==> src/rtl/vga_pkg.sv <==
// Shared constants and types for the VGA framebuffer arbiter.
// 640x480 at 8 bpp (RGB332), two pixels per 16-bit framebuffer word.
package vga_pkg;

    localparam int H_TOTAL        = 800;
    localparam int V_TOTAL        = 525;
    localparam int H_ACTIVE_START = 144;
    localparam int H_ACTIVE_END   = 784;
    localparam int V_ACTIVE_START = 41;
    localparam int V_ACTIVE_END   = 521;
    localparam int WORDS_PER_LINE = 320;
    localparam int PREFETCH_H     = 140;

    typedef logic [7:0] pixel_t;

    typedef enum logic {
        IDLE  = 1'b0,
        FETCH = 1'b1
    } fetch_state_t;

endpackage

==> src/rtl/pixel_fifo.sv <==
// Synchronous word FIFO between the framebuffer read port and the pixel
// output. Flush takes priority over push and pop; head is the oldest word.
module pixel_fifo #(
    parameter int DATA_W     = 16,
    parameter int FIFO_DEPTH = 8,
    localparam int PTR_W     = $clog2(FIFO_DEPTH),
    localparam int LVL_W     = PTR_W + 1
) (
    input  logic              clk_25,
    input  logic              reset_n,
    input  logic              push,
    input  logic              pop,
    input  logic              flush,
    input  logic [DATA_W-1:0] push_data,
    output logic [DATA_W-1:0] head,
    output logic [LVL_W-1:0]  level,
    output logic              empty
);

    logic [DATA_W-1:0] mem [FIFO_DEPTH];
    logic [PTR_W-1:0]  wr_ptr;
    logic [PTR_W-1:0]  rd_ptr;
    logic              full;
    logic              do_push;
    logic              do_pop;

    assign empty   = (level == '0);
    assign full    = (level == LVL_W'(FIFO_DEPTH));
    assign do_push = push && !full;
    assign do_pop  = pop && !empty;
    assign head    = mem[rd_ptr];

    // Pointer and occupancy bookkeeping; wrap is free because depth is a power of 2.
    always_ff @(posedge clk_25 or negedge reset_n) begin
        if (!reset_n) begin
            wr_ptr <= '0;
            rd_ptr <= '0;
            level  <= '0;
        end else if (flush) begin
            wr_ptr <= '0;
            rd_ptr <= '0;
            level  <= '0;
        end else begin
            if (do_push) wr_ptr <= wr_ptr + PTR_W'(1);
            if (do_pop)  rd_ptr <= rd_ptr + PTR_W'(1);
            if (do_push && !do_pop)      level <= level + LVL_W'(1);
            else if (!do_push && do_pop) level <= level - LVL_W'(1);
        end
    end

    // Word storage; contents are meaningless until pushed, so no reset.
    always_ff @(posedge clk_25) begin
        if (do_push && !flush) mem[wr_ptr] <= push_data;
    end

endmodule

==> src/rtl/vga_mem_arbiter.sv <==
// Single-port framebuffer arbiter: the display line prefetch owns the memory
// whenever it has FIFO credit, every other slot goes to the writer.
// Optional build macro VGA_ARB_STATS_EN adds the wr_wait_cnt stall counter.
module vga_mem_arbiter
    import vga_pkg::*;
#(
    parameter int ADDR_W         = 18,
    parameter int DATA_W         = 16,
    parameter int FIFO_DEPTH     = 8,
    parameter int WORDS_PER_LINE = vga_pkg::WORDS_PER_LINE,
    parameter int PREFETCH_H     = vga_pkg::PREFETCH_H,
    parameter int V_ACTIVE_START = vga_pkg::V_ACTIVE_START,
    parameter int V_ACTIVE_END   = vga_pkg::V_ACTIVE_END
) (
    input  logic              clk_25,
    input  logic              reset_n,
    input  logic [9:0]        h_count,
    input  logic [9:0]        v_count,
    input  logic              bright,
    input  logic              wr_req,
    input  logic [ADDR_W-1:0] wr_addr,
    input  logic [DATA_W-1:0] wr_data,
    output logic              wr_ack,
    output logic              mem_en,
    output logic              mem_we,
    output logic [ADDR_W-1:0] mem_addr,
    output logic [DATA_W-1:0] mem_wdata,
    input  logic [DATA_W-1:0] mem_rdata,
    output logic [7:0]        pixel,
    output logic              underflow
`ifdef VGA_ARB_STATS_EN
    ,
    output logic [15:0]       wr_wait_cnt
`endif
);

    localparam int CNT_W = $clog2(WORDS_PER_LINE + 1);
    localparam int LVL_W = $clog2(FIFO_DEPTH) + 1;

    fetch_state_t      state_q;
    fetch_state_t      state_d;
    logic [CNT_W-1:0]  fetch_cnt;
    logic [ADDR_W-1:0] line_base;
    logic              byte_sel;
    logic              rd_vld_p1;
    logic              underflow_q;
    logic              line_trig;
    logic              frame_start;
    logic              credit_ok;
    logic              rd_issue;
    logic              wr_grant;
    logic              pix_vld;
    logic [DATA_W-1:0] fifo_head;
    logic [LVL_W-1:0]  fifo_level;
    logic              fifo_empty;
    pixel_t            pix_lo;
    pixel_t            pix_hi;

    assign frame_start = (h_count == 10'd0) && (v_count == 10'd0);
    assign line_trig   = (h_count == 10'(PREFETCH_H))
                      && (v_count >= 10'(V_ACTIVE_START))
                      && (v_count <  10'(V_ACTIVE_END));
    // The in-flight read already owns a FIFO slot, so count it as used.
    assign credit_ok   = ((LVL_W+1)'(fifo_level) + (LVL_W+1)'(rd_vld_p1))
                      < (LVL_W+1)'(FIFO_DEPTH);

    // Fetch state register.
    always_ff @(posedge clk_25 or negedge reset_n) begin
        if (!reset_n) state_q <= IDLE;
        else          state_q <= state_d;
    end

    // Next state and display read decision; the trigger cycle never reads.
    always_comb begin
        state_d  = state_q;
        rd_issue = 1'b0;
        if (line_trig) begin
            state_d = FETCH;
        end else if (state_q == FETCH && credit_ok
                     && fetch_cnt < CNT_W'(WORDS_PER_LINE)) begin
            rd_issue = 1'b1;
            if (fetch_cnt == CNT_W'(WORDS_PER_LINE - 1)) state_d = IDLE;
        end
    end

    // Memory port mux: display read first, writer gets every other slot.
    always_comb begin
        wr_grant  = reset_n && wr_req && !rd_issue;
        wr_ack    = wr_grant;
        mem_en    = rd_issue || wr_grant;
        mem_we    = wr_grant;
        mem_addr  = '0;
        mem_wdata = '0;
        if (rd_issue) begin
            mem_addr = line_base + ADDR_W'(fetch_cnt);
        end else if (wr_grant) begin
            mem_addr  = wr_addr;
            mem_wdata = wr_data;
        end
    end

    // Line fetch position and per-frame line base address.
    always_ff @(posedge clk_25 or negedge reset_n) begin
        if (!reset_n) begin
            fetch_cnt <= '0;
            line_base <= '0;
        end else begin
            if (line_trig)     fetch_cnt <= '0;
            else if (rd_issue) fetch_cnt <= fetch_cnt + CNT_W'(1);
            if (frame_start)
                line_base <= '0;
            else if (rd_issue && fetch_cnt == CNT_W'(WORDS_PER_LINE - 1))
                line_base <= line_base + ADDR_W'(WORDS_PER_LINE);
        end
    end

    // Read return stage: data arrives the cycle after the read was issued.
    always_ff @(posedge clk_25 or negedge reset_n) begin
        if (!reset_n) rd_vld_p1 <= 1'b0;
        else          rd_vld_p1 <= rd_issue;
    end

    pixel_fifo #(
        .DATA_W     (DATA_W),
        .FIFO_DEPTH (FIFO_DEPTH)
    ) u_fifo (
        .clk_25    (clk_25),
        .reset_n   (reset_n),
        .push      (rd_vld_p1),
        .pop       (pix_vld && byte_sel),
        .flush     (line_trig),
        .push_data (mem_rdata),
        .head      (fifo_head),
        .level     (fifo_level),
        .empty     (fifo_empty)
    );

    assign pix_vld = bright && !fifo_empty;
    assign pix_lo  = fifo_head[7:0];
    assign pix_hi  = fifo_head[15:8];
    assign pixel   = pix_vld ? (byte_sel ? pix_hi : pix_lo) : 8'h00;
    assign underflow = underflow_q;

    // Byte select walks low then high byte; sticky underflow on a starved beam.
    always_ff @(posedge clk_25 or negedge reset_n) begin
        if (!reset_n) begin
            byte_sel    <= 1'b0;
            underflow_q <= 1'b0;
        end else begin
            if (line_trig)    byte_sel <= 1'b0;
            else if (pix_vld) byte_sel <= ~byte_sel;
            if (bright && fifo_empty) underflow_q <= 1'b1;
        end
    end

`ifdef VGA_ARB_STATS_EN
    // Saturating count of writer stall cycles, restarted every frame.
    always_ff @(posedge clk_25 or negedge reset_n) begin
        if (!reset_n)
            wr_wait_cnt <= '0;
        else if (frame_start)
            wr_wait_cnt <= '0;
        else if (wr_req && !wr_grant && wr_wait_cnt != 16'hFFFF)
            wr_wait_cnt <= wr_wait_cnt + 16'd1;
    end
`endif

endmodule

==> config.mk <==
export PLATFORM = sky130hd
export DESIGN_NAME = vga_mem_arbiter
export DESIGN_NICKNAME = d
export VERILOG_FILES = /design/src/rtl/vga_pkg.sv /design/src/rtl/pixel_fifo.sv /design/src/rtl/vga_mem_arbiter.sv
export SDC_FILE = /design/constraint.sdc
export NUM_CORES = 1
export LEC_CHECK = 0
export BUFFER_PORTS_ARGS = -buffer_cell sky130_fd_sc_hd__buf_2
export CORE_ASPECT_RATIO = 0.7
export CORE_MARGIN = 1
export CORE_UTILIZATION = 61
export CTS_CLUSTER_DIAMETER = 150
export CTS_CLUSTER_SIZE = 8
export DETAILED_ROUTE_END_ITERATION = 7
export PLACE_DENSITY_LB_ADDON = 0.2
export SYNTH_ARGS = -nofsm -noshare
export SYNTH_HDL_FRONTEND = slang
export SYNTH_SLANG_ARGS = --single-unit
==> constraint.sdc <==
create_clock -name clk_25 -period 6 [get_ports clk_25]
set_clock_uncertainty 0.2 [all_clocks]
set_input_delay 1.8 -clock clk_25 [delete_from_list [all_inputs] [get_ports clk_25]]
set_output_delay 1.8 -clock clk_25 [all_outputs]
set_load 0.05 [all_outputs]
==> run metrics <==
DR pass1 iterations 5; commonest non-fill, non-tap cell in the layout edfxtp_1; setup TNS 0 ns; CTS tree built; worst hold stages 1; Rel. slew slack between 30% and 40%; Die Wd 134 um; top area cells in the synthesized netlist edfxtp_1 51%, mux4_2 12%, dfrtp_1 12%; Clock Latency Late Sink 0.41 ns; Clock transition at path regs about 0.060 ns; share of the synthesized area in the top cell type 51.3%; outcome completed; final core occ between 70% and 80%; most frequent cells in the layout 128 x edfxtp_1, 119 x buf_2, 40 x mux4_2, 33 x dfrtp_1, 31 x nor2_1; worst hold path class reg -> reg; Clock power frac 31.2%; row count 33; CP startpoint kind input port; CTS resizes 0; Nets approximately 700; Initial Utilization between 60 and 70%; GRT Total Usage 27.3%; Core Area 11,900 um2; P_sw ~1.1 mW; register-to-register setup slack slightly above 3 ns; DR vias roughly 4,900; sequential fraction of the synthesis area a little over three fifths; antenna cells 0; DRC errors left 0; ys flop type edfxtp_1; pwr dens a little under 400 nW/um2; FF-to-FF path depth 6; Routed Antenna Nets 0; number of max-cap violations 0; CTS Buffer Depth 2; clk root buf clkbuf_16; hold buffer count at cts 0; Critical R2R Capture line_base[13]$_DFFE_PN0P_; Crit Path Class in -> out; Fin. Hold Viols 0; DR vias/cell 6.19; Gate power share roughly 27%; Post-synth ARST share a little over a fifth; setup bufs post-CTS 0; worst IR drop on VDD about 280 uV; H-tree Lvls 4; Power, Total about 3.5 mW; Wirelength per Cell roughly 21 um; die height 94.7 um; Yosys warning count 0; Post-DP HPWL 10,200 um; TritonCTS Buffers 17; Hold Path End underflow$_DFFE_PN0P_; Area Overhead vs Synth 18.6%; PortBufs 119; Max Clk Rate around 170 MHz; synthesized netlist cell count about 490; drt total wl 16,400 um; antenna violations before repair 0; die area roughly 13,000 um2; layout cells sized above 1 about a third; CP Max Fanout 29; Seq cells post-synth about 160; worst slew pin tran about 0.9 ns; final setup fails 0; area leader, netlist edfxtp_1; largest net degree at the start of global routing 46; final critical-path share of the clock period between 90% and 100%; post-layout minimum cycle time between 5 and 6 ns; Distinct cells, synth 50; synthesized area around 7500 um2; Reg-to-Reg Start fetch_cnt[0]$_DFFE_PN0P_; gpl congestion 0.793; first-pass GRT wire length ~25,000 um; Switching Share 31.1%; Flop pwr share roughly two fifths; clock sinks between 150 and 200; Critical Path RT ~4.0 ns; Leak 3.35 nW; Iter 0 DRT Violations between 500 and 600; syn_area_per_cell approximately 15 um2; Max Slew Vio Count 0; IO Count between 100 and 150; Synth Net Count 573; Critical Path AT roughly 3.8 ns; GR Overflow Total 0; Pint roughly 2.4 mW; hold wc startpoint underflow$_DFFE_PN0P_; RSZ-0062 raised after global routing false; vias in the first global route around 4,600; EDFF count, synth 128; Critical Path End Type output pin
-- metal layers --
| layer | GRT usage [%] | up-vias | part of all wire, % |
|---|---|---|---|
| met5 | 0 | - | 0 |
| met4 | 7.87 | 0 | 1.3 |
| met3 | 6.76 | 26 | 6.2 |
| met2 | 42.7 | 193 | 49 |
| met1 | 38.7 | 2488 | 43 |
| li1 | - | 2155 | - |
-- state kept, by name, indices dropped and copies added, names as in the netlist --
| name | flops |
|---|---|
| u_fifo.mem | 128 |
| underflow | 1 |
| line_base | 12 |
| rd_vld_p1 | 1 |
| u_fifo.rd_ptr | 3 |
| byte_sel | 1 |
| u_fifo.wr_ptr | 3 |
| fetch_cnt | 9 |
| u_fifo.level | 4 |
| state_q | 1 |
-- power by group through the flow --
stage | Clock (mW) | Sequential [mW] | Combinational, mW
after floorplan | 0 | 1.36 | 0.819
after CTS | 1.10 | 1.47 | 0.937
after detailed placement | 0 | 1.49 | 0.920
final | 1.09 | 1.47 | 0.933
after global routing | 1.15 | 1.49 | 1.00
after global placement | 0 | 1.49 | 0.893
-- area by class of cell --
cell class              count  area (um2)
inverters                   5        18.8
multi-input cells         295        2630
repair buffers            133         701
flip-flops and latches    163        4720
clock inverters             9        90.1
clock buffers              23         522
fillers                   711        2970
well taps                 157         196
-- kinds of logic after synthesis --
logic type      share of synthesized area (%)
xor+xnor                                 2.81
mux                                      13.1
compound gates                           6.35
flops                                    63.0
buf+inv                                  2.01
simple gates                             10.9
fa+ha+maj                                1.77
-- per-stage QoR --
| stage | instance area (um2) | instances | hold slack (ns) | setup slack [ns] |
|---|---|---|---|---|
| 2_1_floorplan | 7490 | 489 | 0.305 | 0.109 |
| 3_3_place_gp | 8260 | 753 | 0.241 | 0.299 |
| 3_5_place_dp | 8260 | 753 | 0.244 | 0.204 |
| 4_1_cts | 8880 | 785 | 0.267 | 0.205 |
| 5_1_grt | 8880 | 785 | 0.300 | 0.0473 |
| 6_report | 8880 | 785 | 0.262 | 0.155 |
-- Yosys cell counts, drive strengths merged, types with 2 or more instances --
master	instances
xnor2	12
o21ai	10
xor2	12
a21oi	23
a21o	4
and3	5
buf	15
nand3	11
edfxtp	128
nand2	29
ha	9
nor2b	2
or3b	2
clkbuf	11
or4	12
inv	5
nor4	3
nor2	32
dfrtp	35
and4	2
a22o	11
nand4	3
nand2b	3
mux2i	8
mux4	40
nor3b	2
and2	25
or3	4
o31ai	11
nor3	8
-- worst max-delay path, stage by stage --
cell     delay, ns
buf_2         0.10
or4_1         0.55
nor2_1        0.20
a32oi_1       0.26
a21oi_4       0.20
buf_4         0.27
a22o_1        0.20
buf_2         0.26
-- how the worst max path moves through the flow --
stage               startpoint           end  depth (start not counted)
floorplan           h_count[8]  mem_addr[12]                          7
global placement    h_count[8]  mem_addr[11]                          8
detailed placement  h_count[8]  mem_addr[10]                          8
global route        h_count[8]  mem_addr[10]                          8
CTS                 h_count[8]  mem_addr[10]                          8
finish              h_count[8]  mem_addr[10]                          8
No activity file was read; power rests on OpenSTA's default activity.
